File: config.mk
export PLATFORM = sky130hd
export DESIGN_NAME = avalon_mem_arbiter_flat
export DESIGN_NICKNAME = d
export VERILOG_FILES = /design/src/rtl/avalon_mem_arbiter_if.sv /design/src/rtl/avalon_mem_arbiter.sv /design/src/flat_wrapper.sv
export SDC_FILE = /design/constraint.sdc
export NUM_CORES = 1
export LEC_CHECK = 0
export BUFFER_PORTS_ARGS = -buffer_cell sky130_fd_sc_hd__buf_4
export CORE_MARGIN = 5
export CORE_UTILIZATION = 35
export CTS_CLUSTER_SIZE = 30
export DETAILED_ROUTE_END_ITERATION = 10
export MAX_ROUTING_LAYER = met4
export PLACE_DENSITY = 0.59
export SYNTH_ARGS = -nofsm -noshare
export SYNTH_HDL_FRONTEND = slang
export SYNTH_SLANG_ARGS = --single-unit
File: constraint.sdc
create_clock -name clk -period 2.4 [get_ports clk]
set_input_delay 0.12 -clock clk [delete_from_list [all_inputs] [get_ports clk]]
set_output_delay 0.12 -clock clk [all_outputs]
set_load 0.05 [all_outputs]
File: src/rtl/avalon_mem_arbiter_if.sv
// Avalon-MM bus bundle between the arbiter (master) and a memory slave.
//
// Handshake: the master holds read or write, together with address,
// byteenable and writedata, steady while waitrequest is high; the transfer
// completes on the rising edge where read/write is high and waitrequest is
// low, and readdata is sampled on that same edge.
interface avalon_mem_arbiter_if #(
  parameter int ADDR_W = 32,
  parameter int DATA_W = 32
);
  localparam int BE_W = DATA_W / 8;

  logic [ADDR_W-1:0] address;
  logic              read;
  logic              write;
  logic [DATA_W-1:0] writedata;
  logic [BE_W-1:0]   byteenable;
  logic              waitrequest;
  logic [DATA_W-1:0] readdata;

  modport master (
    output address, read, write, writedata, byteenable,
    input  waitrequest, readdata
  );

  modport slave (
    input  address, read, write, writedata, byteenable,
    output waitrequest, readdata
  );
endinterface

File: src/rtl/avalon_mem_arbiter.sv
// Two-channel (instruction fetch / data load-store) Avalon-MM master.
// Arbitrates requests with alternating priority on contention, builds
// byteenable and lane-shifted write data, extracts and extends load data,
// rejects misaligned data accesses and aborts transfers stalled longer
// than TIMEOUT wait cycles. FSM state is observable through busy.
module avalon_mem_arbiter #(
  parameter int ADDR_W     = 32,
  parameter int DATA_W     = 32,
  parameter int FETCH_PRIO = 0,
  parameter int TIMEOUT    = 0
) (
  input  logic                 clk,
  input  logic                 reset,
  input  logic                 f_req,
  input  logic [ADDR_W-1:0]    f_addr,
  output logic                 f_ack,
  output logic [DATA_W-1:0]    f_rdata,
  output logic                 f_err,
  input  logic                 d_req,
  input  logic                 d_we,
  input  logic [1:0]           d_size,
  input  logic                 d_signed,
  input  logic [ADDR_W-1:0]    d_addr,
  input  logic [DATA_W-1:0]    d_wdata,
  output logic                 d_ack,
  output logic [DATA_W-1:0]    d_rdata,
  output logic                 d_err,
  avalon_mem_arbiter_if.master bus,
  output logic                 busy
);
  localparam int BE_W = DATA_W / 8;
  localparam int LB   = $clog2(BE_W);
  localparam int CW   = (TIMEOUT > 0) ? $clog2(TIMEOUT + 1) : 1;

  typedef enum logic [1:0] {IDLE, BUS, RESP} state_t;
  state_t state;

  // Contention priority toggles after every contested grant.
  logic          fetch_first;
  logic          lat_fetch;
  logic          lat_we;
  logic          lat_signed;
  logic [1:0]    lat_size;
  logic [LB-1:0] lat_lane;
  logic [CW-1:0] wait_cnt;

  logic [ADDR_W-1:0] address_q;
  logic              read_q;
  logic              write_q;
  logic [DATA_W-1:0] writedata_q;
  logic [BE_W-1:0]   byteenable_q;

  logic              grant_f;
  logic              grant_d;
  logic [1:0]        d_esize;
  logic [LB-1:0]     d_lane;
  logic              d_misaligned;
  logic [BE_W-1:0]   d_be;
  logic [DATA_W-1:0] d_wmask;
  logic [DATA_W-1:0] d_wshift;
  logic [DATA_W-1:0] rd_shift;
  logic [DATA_W-1:0] ld_ext;

  assign bus.address    = address_q;
  assign bus.read       = read_q;
  assign bus.write      = write_q;
  assign bus.writedata  = writedata_q;
  assign bus.byteenable = byteenable_q;
  assign busy           = (state != IDLE);

  // Grant selection and data-request decode (lanes, alignment, store data).
  always_comb begin
    grant_f      = f_req && (!d_req || fetch_first);
    grant_d      = d_req && !grant_f;
    d_lane       = d_addr[LB-1:0];
    // A 32-bit word on a 32-bit bus is simply a full-width access.
    d_esize      = (d_size == 2'd2 && DATA_W == 32) ? 2'd3 : d_size;
    d_misaligned = 1'b0;
    d_be         = '1;
    d_wmask      = '1;
    case (d_esize)
      2'd0: begin
        d_be    = BE_W'(1) << d_lane;
        d_wmask = DATA_W'(8'hFF);
      end
      2'd1: begin
        d_misaligned = d_lane[0];
        d_be         = BE_W'(3) << d_lane;
        d_wmask      = DATA_W'(16'hFFFF);
      end
      2'd2: begin
        d_misaligned = (d_lane[1:0] != 2'd0);
        d_be         = BE_W'(15) << d_lane;
        d_wmask      = DATA_W'(32'hFFFF_FFFF);
      end
      default: begin
        d_misaligned = (d_lane != '0);
      end
    endcase
    d_wshift = (d_wdata & d_wmask) << {d_lane, 3'b000};
  end

  // Load-data extraction: right-justify the addressed lanes, then extend.
  always_comb begin
    rd_shift = bus.readdata >> {lat_lane, 3'b000};
    case (lat_size)
      2'd0:    ld_ext = lat_signed ? DATA_W'($signed(rd_shift[7:0]))
                                   : DATA_W'(rd_shift[7:0]);
      2'd1:    ld_ext = lat_signed ? DATA_W'($signed(rd_shift[15:0]))
                                   : DATA_W'(rd_shift[15:0]);
      2'd2:    ld_ext = lat_signed ? DATA_W'($signed(rd_shift[31:0]))
                                   : DATA_W'(rd_shift[31:0]);
      default: ld_ext = rd_shift;
    endcase
  end

  // Arbitration, bus sequencing and one-cycle response generation.
  always_ff @(posedge clk) begin
    if (reset) begin
      state        <= IDLE;
      fetch_first  <= (FETCH_PRIO != 0);
      lat_fetch    <= 1'b0;
      lat_we       <= 1'b0;
      lat_signed   <= 1'b0;
      lat_size     <= 2'd0;
      lat_lane     <= '0;
      wait_cnt     <= '0;
      address_q    <= '0;
      read_q       <= 1'b0;
      write_q      <= 1'b0;
      writedata_q  <= '0;
      byteenable_q <= '0;
      f_ack        <= 1'b0;
      f_rdata      <= '0;
      f_err        <= 1'b0;
      d_ack        <= 1'b0;
      d_rdata      <= '0;
      d_err        <= 1'b0;
    end else begin
      f_ack <= 1'b0;
      d_ack <= 1'b0;
      f_err <= 1'b0;
      d_err <= 1'b0;
      case (state)
        IDLE: begin
          wait_cnt <= '0;
          if (f_req || d_req) begin
            if (f_req && d_req) fetch_first <= !grant_f;
            lat_fetch    <= grant_f;
            lat_we       <= grant_d && d_we;
            lat_signed   <= d_signed;
            lat_size     <= grant_f ? 2'd3 : d_esize;
            lat_lane     <= grant_f ? '0 : d_lane;
            address_q    <= (grant_f ? f_addr : d_addr) & ~ADDR_W'(BE_W - 1);
            byteenable_q <= grant_f ? '1 : d_be;
            writedata_q  <= (grant_d && d_we) ? d_wshift : '0;
            if (grant_d && d_misaligned) begin
              // Never reaches the bus; answered straight away with an error.
              state   <= RESP;
              d_ack   <= 1'b1;
              d_err   <= 1'b1;
              d_rdata <= '0;
            end else begin
              state   <= BUS;
              read_q  <= !(grant_d && d_we);
              write_q <= grant_d && d_we;
            end
          end
        end
        BUS: begin
          if (!bus.waitrequest) begin
            read_q  <= 1'b0;
            write_q <= 1'b0;
            state   <= RESP;
            if (lat_fetch) begin
              f_ack   <= 1'b1;
              f_rdata <= bus.readdata;
            end else begin
              d_ack   <= 1'b1;
              d_rdata <= lat_we ? '0 : ld_ext;
            end
          end else if (TIMEOUT > 0 && int'(wait_cnt) == TIMEOUT - 1) begin
            read_q  <= 1'b0;
            write_q <= 1'b0;
            state   <= RESP;
            if (lat_fetch) begin
              f_ack   <= 1'b1;
              f_err   <= 1'b1;
              f_rdata <= '0;
            end else begin
              d_ack   <= 1'b1;
              d_err   <= 1'b1;
              d_rdata <= '0;
            end
          end else begin
            wait_cnt <= wait_cnt + CW'(1);
          end
        end
        RESP: state <= IDLE;
        default: state <= IDLE;
      endcase
    end
  end
endmodule

File: src/flat_wrapper.sv
// flat-port wrapper written by rule: the top's interface ports become plain ports
module avalon_mem_arbiter_flat 
#(
  parameter int ADDR_W     = 32,
  parameter int DATA_W     = 32,
  parameter int FETCH_PRIO = 0,
  parameter int TIMEOUT    = 0
)
  (clk, reset, f_req, f_addr, f_ack, f_rdata, f_err, d_req, d_we, d_size, d_signed, d_addr, d_wdata, d_ack, d_rdata, d_err, busy, bus_address, bus_read, bus_write, bus_writedata, bus_byteenable, bus_waitrequest, bus_readdata);
  avalon_mem_arbiter_if #(.ADDR_W(ADDR_W), .DATA_W(DATA_W)) bus_i ();
  input  logic clk;
  input  logic reset;
  input  logic f_req;
  input  logic [ADDR_W-1:0] f_addr;
  output logic f_ack;
  output logic [DATA_W-1:0] f_rdata;
  output logic f_err;
  input  logic d_req;
  input  logic d_we;
  input  logic [1:0] d_size;
  input  logic d_signed;
  input  logic [ADDR_W-1:0] d_addr;
  input  logic [DATA_W-1:0] d_wdata;
  output logic d_ack;
  output logic [DATA_W-1:0] d_rdata;
  output logic d_err;
  output logic busy;
  output wire logic [$bits(bus_i.address)-1:0] bus_address;
  output wire logic [$bits(bus_i.read)-1:0] bus_read;
  output wire logic [$bits(bus_i.write)-1:0] bus_write;
  output wire logic [$bits(bus_i.writedata)-1:0] bus_writedata;
  output wire logic [$bits(bus_i.byteenable)-1:0] bus_byteenable;
  input wire logic [$bits(bus_i.waitrequest)-1:0] bus_waitrequest;
  input wire logic [$bits(bus_i.readdata)-1:0] bus_readdata;
  assign bus_address = bus_i.address;
  assign bus_read = bus_i.read;
  assign bus_write = bus_i.write;
  assign bus_writedata = bus_i.writedata;
  assign bus_byteenable = bus_i.byteenable;
  assign bus_i.waitrequest = bus_waitrequest;
  assign bus_i.readdata = bus_readdata;
  avalon_mem_arbiter #(.ADDR_W(ADDR_W), .DATA_W(DATA_W), .FETCH_PRIO(FETCH_PRIO), .TIMEOUT(TIMEOUT)) u_core (.clk(clk), .reset(reset), .f_req(f_req), .f_addr(f_addr), .f_ack(f_ack), .f_rdata(f_rdata), .f_err(f_err), .d_req(d_req), .d_we(d_we), .d_size(d_size), .d_signed(d_signed), .d_addr(d_addr), .d_wdata(d_wdata), .d_ack(d_ack), .d_rdata(d_rdata), .d_err(d_err), .bus(bus_i), .busy(busy));
endmodule
==> flow_metrics.env, run 1 <==
export IMPL_synth_main_ff_cell="dfxtp_1"
export IMPL_die_h_um=144
export IMPL_status="finished, final reports clean"
export IMPL_synth_enable_flop_cells=0
export IMPL_route_detailed_drc=0
export IMPL_synth_most_common_cell="dfxtp_1"
export IMPL_r2r_start="u_core.state[1]"
export IMPL_tightest_slew_ns=1.14
export IMPL_finalSetupViolations=0
export IMPL_cp_start_kind="flop"
export IMPL_hold_violations=0
export IMPL_first_pass_iters=5
export IMPL_yosys_area_top_type="dfxtp_1"
export IMPL_synthArstFlopShare_pct=0
export IMPL_drtIter0Drc=337
export IMPL_multi_input_area_sq_mm=0.00313
export IMPL_rows=49
export IMPL_routed_wl_mm=22.1
export IMPL_core_sq_mm=0.0178
export IMPL_fillers=1716
export IMPL_finalNetCount=1126
export IMPL_critPathArrivalTime_ns=2.41
export IMPL_hold_class="input port to flop"
export IMPL_leakage_uw=0.00421
export IMPL_startpoint="u_core.state[1]"
export IMPL_grt_pass1_vias=6075
export IMPL_worst_ep_required_time_ns=2.74
export IMPL_track_usage_pct=21.3
export IMPL_rsz0062_at_grt="false"
export IMPL_finalNonFillerCells=1231
export IMPL_slew_violations=0
export IMPL_max_freq_mhz=484
export IMPL_min_period_over_period_pct=86.2
export IMPL_dp_hpwl_mm=16.1
export IMPL_maxCapViolations=0
export IMPL_area_delta_synth_final_pct=51.8
export IMPL_cts_tree="yes"
export IMPL_fin_setup_tns_ns=0
export IMPL_via_count=6303
export IMPL_synth_seq_cells=145
export IMPL_io_pins=276
export IMPL_worst_clock_skew_ns=0.0131
export IMPL_max_slew_margin_pct=24.3
export IMPL_regArea_sq_mm=0.00290
export IMPL_ys_top_cells_by_count="145 x dfxtp_1, 92 x nand2_1, 76 x nor2_1, 60 x a21oi_1, 54 x mux2i_1"
export IMPL_endpoint_kind="flop"
export IMPL_ys_seq_area_share_pct=46.1
export IMPL_whs_ns=0.0361
export IMPL_grt_pass1_wl_mm=33.5
export IMPL_cts_sinks=145
export IMPL_die_area_sq_mm=0.0208
export IMPL_clk_latency_ns=0.42
export IMPL_cts_resized=0
export IMPL_post_drt_wl_per_cell_um=18.0
export IMPL_netlist_instances=702
export IMPL_dp_cells=1157
export IMPL_period_needed_ns=2.07
export IMPL_synth_area_sq_mm=0.00630
export IMPL_setup_worst_path_class="flop to flop"
export IMPL_antenna_found_initial=0
export IMPL_cts_buffers_inserted=17
export IMPL_cts_root_buffer="clkbuf_16"
export IMPL_crit_fanout=23
export IMPL_hp_start="f_addr[14]"
export IMPL_ir_drop_mv=0.537
export IMPL_overflow=0
export IMPL_avgSynthCellArea_sq_um=8.97
export IMPL_clk_pin_slew_worst_paths_ns=0.06
export IMPL_powerDensity_mw_per_mm2=733
export IMPL_synth_top_area_share_pct=46.1
export IMPL_port_buffers=270
export IMPL_ant_nets=0
export IMPL_grt_max_degree=66
export IMPL_synthTopCellsByArea="dfxtp_1 46%, mux2i_1 8.6%, nand2_1 5.5%, a21oi_1 4.8%, nor2_1 4.5%"
export IMPL_diodes=0
export IMPL_clk_path_buf_depth=2
export IMPL_final_layout_size_suffix_gt1_share_pct=34.9
export IMPL_place_gp_congestion=0.883
export IMPL_yosys_warnings=0
export IMPL_cts_htree_levels=4
export IMPL_viasPerCell=5.12
export IMPL_yosysUniqueCellTypes=52
export IMPL_fp_dieW_um=144
export IMPL_initial_utilization_pct=35.3
placed cells by master, fill, tap and decap left out, types with 3 or more instances in the layout:
cell             n
buf_4          288
dfxtp_1        144
nand2_1         92
nor2_1          75
a21oi_1         59
mux2i_1         54
dlygate4sd3_1   42
a211oi_1        35
o2bb2ai_1       29
o21ai_0         23
a22oi_1         18
clkbuf_16       17
a211o_1         10
a32oi_1          8
a2bb2oi_1        8
a221o_1          8
nor2b_1          7
o22ai_1          7
or2_2            5
mux2_2           5
clkinv_4         5
or3_1            4
nand2b_1         3
inv_1            3
conb_1           3
bufinv_16        3
inv_6            3
sequential cells by signal, summed over array words and instances (netlist names), 2 cells and up:
| register | count |
|---|---|
| u_core.d_rdata | 32 |
| u_core.f_rdata | 32 |
| u_core.lat_lane | 2 |
| u_core.lat_size | 2 |
| u_core.bus.byteenable | 4 |
| u_core.bus.writedata | 32 |
| u_core.bus.address | 30 |
| u_core.state | 2 |
path summary, 6_finish.rpt:
kind	slack, ns	cells after the start	to
max	0.33	6	u_core.d_rdata[3]
min	0.04	3	u_core.bus.address[14]
max reg2reg	0.33	6	u_core.d_rdata[3]
min reg2reg	0.46	2	u_core.f_rdata[9]
cells by family after synthesis:
kind of cell	count (synthesis)	synth area share (%)
compound gates	222	24.8
simple gates	204	14.3
flops	145	46.1
buf+inv	69	4.77
mux	60	9.84
xor+xnor	1	0.139
other cells	1	0.0595
metal layers:
metal	vias to the layer above	wire length (um)	share of wire (%)	GRT usage (%)
met5	-	0	0	-
met1	2913	9810	44	27.3
met3	22	1990	9.0	6.61
met2	258	10000	45	33.0
met4	0	278	1.3	5.15
li1	3110	-	-	-
final cells by class:
cell class	count	area share, %
inverters	4	0.157
repair buffers	331	27.2
clock buffers	18	4.59
multi-input cells	490	32.8
well taps	229	3.00
clock inverters	14	1.88
flip-flops and latches	145	30.4
repair_timing:
action | in CTS | in global routing
setup buffers | 0 | 0
hold buffers | 42 | 0
setup endpoints to repair | 0 | 0
hold endpoints to repair | 57 | 0
critical path, stage by stage (launching register included):
cell and delay [ns]:
dfxtp_1 0.45, nor2_2 0.11, inv_2 0.07, o32ai_1 0.07
a21oi_2 0.87, buf_4 0.29, o2bb2ai_1 0.11
power breakdown:
group	internal (uW)	switching [uW]	leakage (uW)	total (uW)
clock	1680	1110	0.000297	2790
sequential	2540	83.7	0.00118	2630
combinational	602	997	0.00273	1600
total	4820	2190	0.00421	7010
stage by stage:
step | total power (uW) | area [sq um] | util [%] | worst slack, ns
6_report | 7010 | 9560 | 53.6 | 0.332
5_1_grt | 7310 | 9560 | 53.6 | 0.115
4_1_cts | 7080 | 9560 | 53.6 | 0.297
3_5_place_dp | 4230 | 8520 | 47.8 | 0.272
3_3_place_gp | 4220 | 8520 | 47.8 | 0.248
2_1_floorplan | 3640 | 6300 | - | 0.597
(Power assumes the default switching activity.)
==> run 2: changes to the inputs <==
--- a/config.mk
+++ b/config.mk
@@ -8,10 +8,12 @@
 export BUFFER_PORTS_ARGS = -buffer_cell sky130_fd_sc_hd__buf_4
 export CORE_MARGIN = 5
 export CORE_UTILIZATION = 35
+export CTS_CLUSTER_DIAMETER = 120
 export CTS_CLUSTER_SIZE = 30
 export DETAILED_ROUTE_END_ITERATION = 10
 export MAX_ROUTING_LAYER = met4
 export PLACE_DENSITY = 0.59
+export REMOVE_ABC_BUFFERS = 1
 export SYNTH_ARGS = -nofsm -noshare
 export SYNTH_HDL_FRONTEND = slang
 export SYNTH_SLANG_ARGS = --single-unit
==> flow_metrics.env, run 2 (same netlist as run 1, synthesis figures left out) <==
export IMPL_status="finished, final reports clean"
export IMPL_place_gp_congestion=0.795
export IMPL_grt_max_degree=62
export IMPL_drtIter0Drc=273
export IMPL_finalNetCount=1124
export IMPL_maxCapViolations=0
export IMPL_fin_setup_tns_ns=0
export IMPL_regArea_sq_mm=0.00290
export IMPL_hold_class="input port to flop"
export IMPL_r2r_start="u_core.state[1]"
export IMPL_worstPathCellList="nor2_2, inv_2, or3_1, or2_1, o2bb2ai_1"
export IMPL_final_area_sq_mm=0.00961
export IMPL_setup_worst_path_class="flop to flop"
export IMPL_max_slew_margin_pct=28.3
export IMPL_setup_ws_ns=0.417
export IMPL_overflow=0
export IMPL_cpLargestDelayFamily="simple AND/OR/NAND/NOR gates"
export IMPL_holdPathStages=3
export IMPL_die_h_um=144
export IMPL_clk_path_buf_depth=2
export IMPL_worst_clock_skew_ns=0.00647
export IMPL_hp_start="f_addr[3]"
export IMPL_rows=49
export IMPL_fillers=1729
export IMPL_hold_violations=0
export IMPL_r2r_setup_slack_ns=0.42
export IMPL_die_area_sq_mm=0.0208
export IMPL_ff2ff_path_depth=5
export IMPL_cpMaxStageDelayCell="or2_1"
export IMPL_ir_drop_mv=0.484
export IMPL_port_buffers=270
export IMPL_cts_htree_levels=4
export IMPL_cts_root_buffer="clkbuf_16"
export IMPL_initial_utilization_pct=35.3
export IMPL_tightest_slew_ns=1.08
export IMPL_route_detailed_drc=0
export IMPL_path_buf_inv=1
export IMPL_grt_pass1_vias=6018
export IMPL_dp_slack_ns=0.453
export IMPL_final_common_cell="buf_4"
export IMPL_leakage_uw=0.00421
export IMPL_dp_hpwl_mm=15.0
export IMPL_r2r_end="u_core.bus.writedata[25]"
export IMPL_min_period_over_period_pct=82.6
export IMPL_whs_ns=0.0472
export IMPL_finalSetupViolations=0
export IMPL_io_pins=276
export IMPL_fp_dieW_um=144
export IMPL_cpPeakStageDelay_ns=0.50
export IMPL_track_usage_pct=19.7
export IMPL_powerDensity_mw_per_mm2=740
export IMPL_cts_sinks=145
export IMPL_crit_fanout=16
export IMPL_max_freq_mhz=504
export IMPL_period_needed_ns=1.98
export IMPL_ant_nets=0
export IMPL_antenna_found_initial=0
export IMPL_dpl_instance_area_sq_mm=0.00854
export IMPL_via_count=6244
export IMPL_hold_end="u_core.bus.address[3]"
export IMPL_endpoint_kind="flop"
export IMPL_core_sq_mm=0.0178
export IMPL_routed_wl_mm=20.7
export IMPL_rsz0062_at_grt="false"
export IMPL_diodes=0
export IMPL_cp_start_kind="flop"
export IMPL_grt_pass1_wl_mm=31.5
export IMPL_utilization_pct=53.9
export IMPL_viasPerCell=5.08
export IMPL_most_common_layout_cells="283 x buf_4, 144 x dfxtp_1, 92 x nand2_1"
export IMPL_first_pass_iters=4
export IMPL_worst_ep_required_time_ns=2.74
export IMPL_cts_tree="yes"
export IMPL_final_layout_size_suffix_gt1_share_pct=34.6
export IMPL_cts_buffers_inserted=17
export IMPL_cts_resized=0
export IMPL_multi_input_area_sq_mm=0.00313
export IMPL_slew_violations=0
export IMPL_post_drt_wl_per_cell_um=16.8
export IMPL_clk_pin_slew_worst_paths_ns=0.06
export IMPL_clk_latency_ns=0.42
export IMPL_critPathArrivalTime_ns=2.32
export IMPL_area_delta_synth_final_pct=52.6
run 2: tightest hold or removal path: cells and delay by family:
kind | cells | cell delay, ns
AOI/OAI and AO/OA | 1 | 0.08
muxes | 1 | 0.11
buffers and inverters | 1 | 0.11
run 2: cell type report:
type / instances / area share, %
Inverter: 4 / 0.156
Tap cell: 229 / 2.98
Sequential cell: 145 / 30.2
Timing Repair Buffer: 329 / 27.3
Clock buffer: 19 / 4.51
Clock inverter: 13 / 2.20
Multi-Input combinational cell: 490 / 32.6
run 2: how the worst max path moves through the flow:
stage	startpoint	end	slack (ns)	cells after the start
2_1_floorplan	u_core.state[1]	u_core.bus.writedata[16]	-1.63	5
3_3_place_gp	u_core.state[1]	u_core.bus.writedata[16]	0.48	5
3_5_place_dp	u_core.state[1]	u_core.bus.writedata[29]	0.45	5
4_1_cts	u_core.state[1]	u_core.bus.writedata[29]	0.46	5
5_1_grt	u_core.state[1]	u_core.bus.writedata[29]	0.32	5
6_report	u_core.state[1]	u_core.bus.writedata[25]	0.42	5
run 2: routing by layer:
layer  track usage, %  part of all wire, %  routed length, um
met5                -                    0                  0
met4             6.48                  2.1                437
met3             6.81                  9.0               1870
met2             30.4                   45               9310
met1             24.3                   44               9050
run 2: where the power goes:
part	switching [uW]	leakage, uW	internal (uW)
clock	1030	0.000299	1850
sequential	88.8	0.00118	2540
combinational	987	0.00273	613
run 2: what timing repair did:
item	4_1_cts	5_1_grt
setup buffers	0	0
hold buffers	42	0
hold endpoints to repair	57	0
setup endpoints to repair	0	0
run 2: metrics by stage:
step	total power (uW)	std cells
after floorplan	3590	639
after global placement	4230	1155
after detailed placement	4240	1155
after CTS	7190	1229
after global routing	7420	1229
final	7110	1229
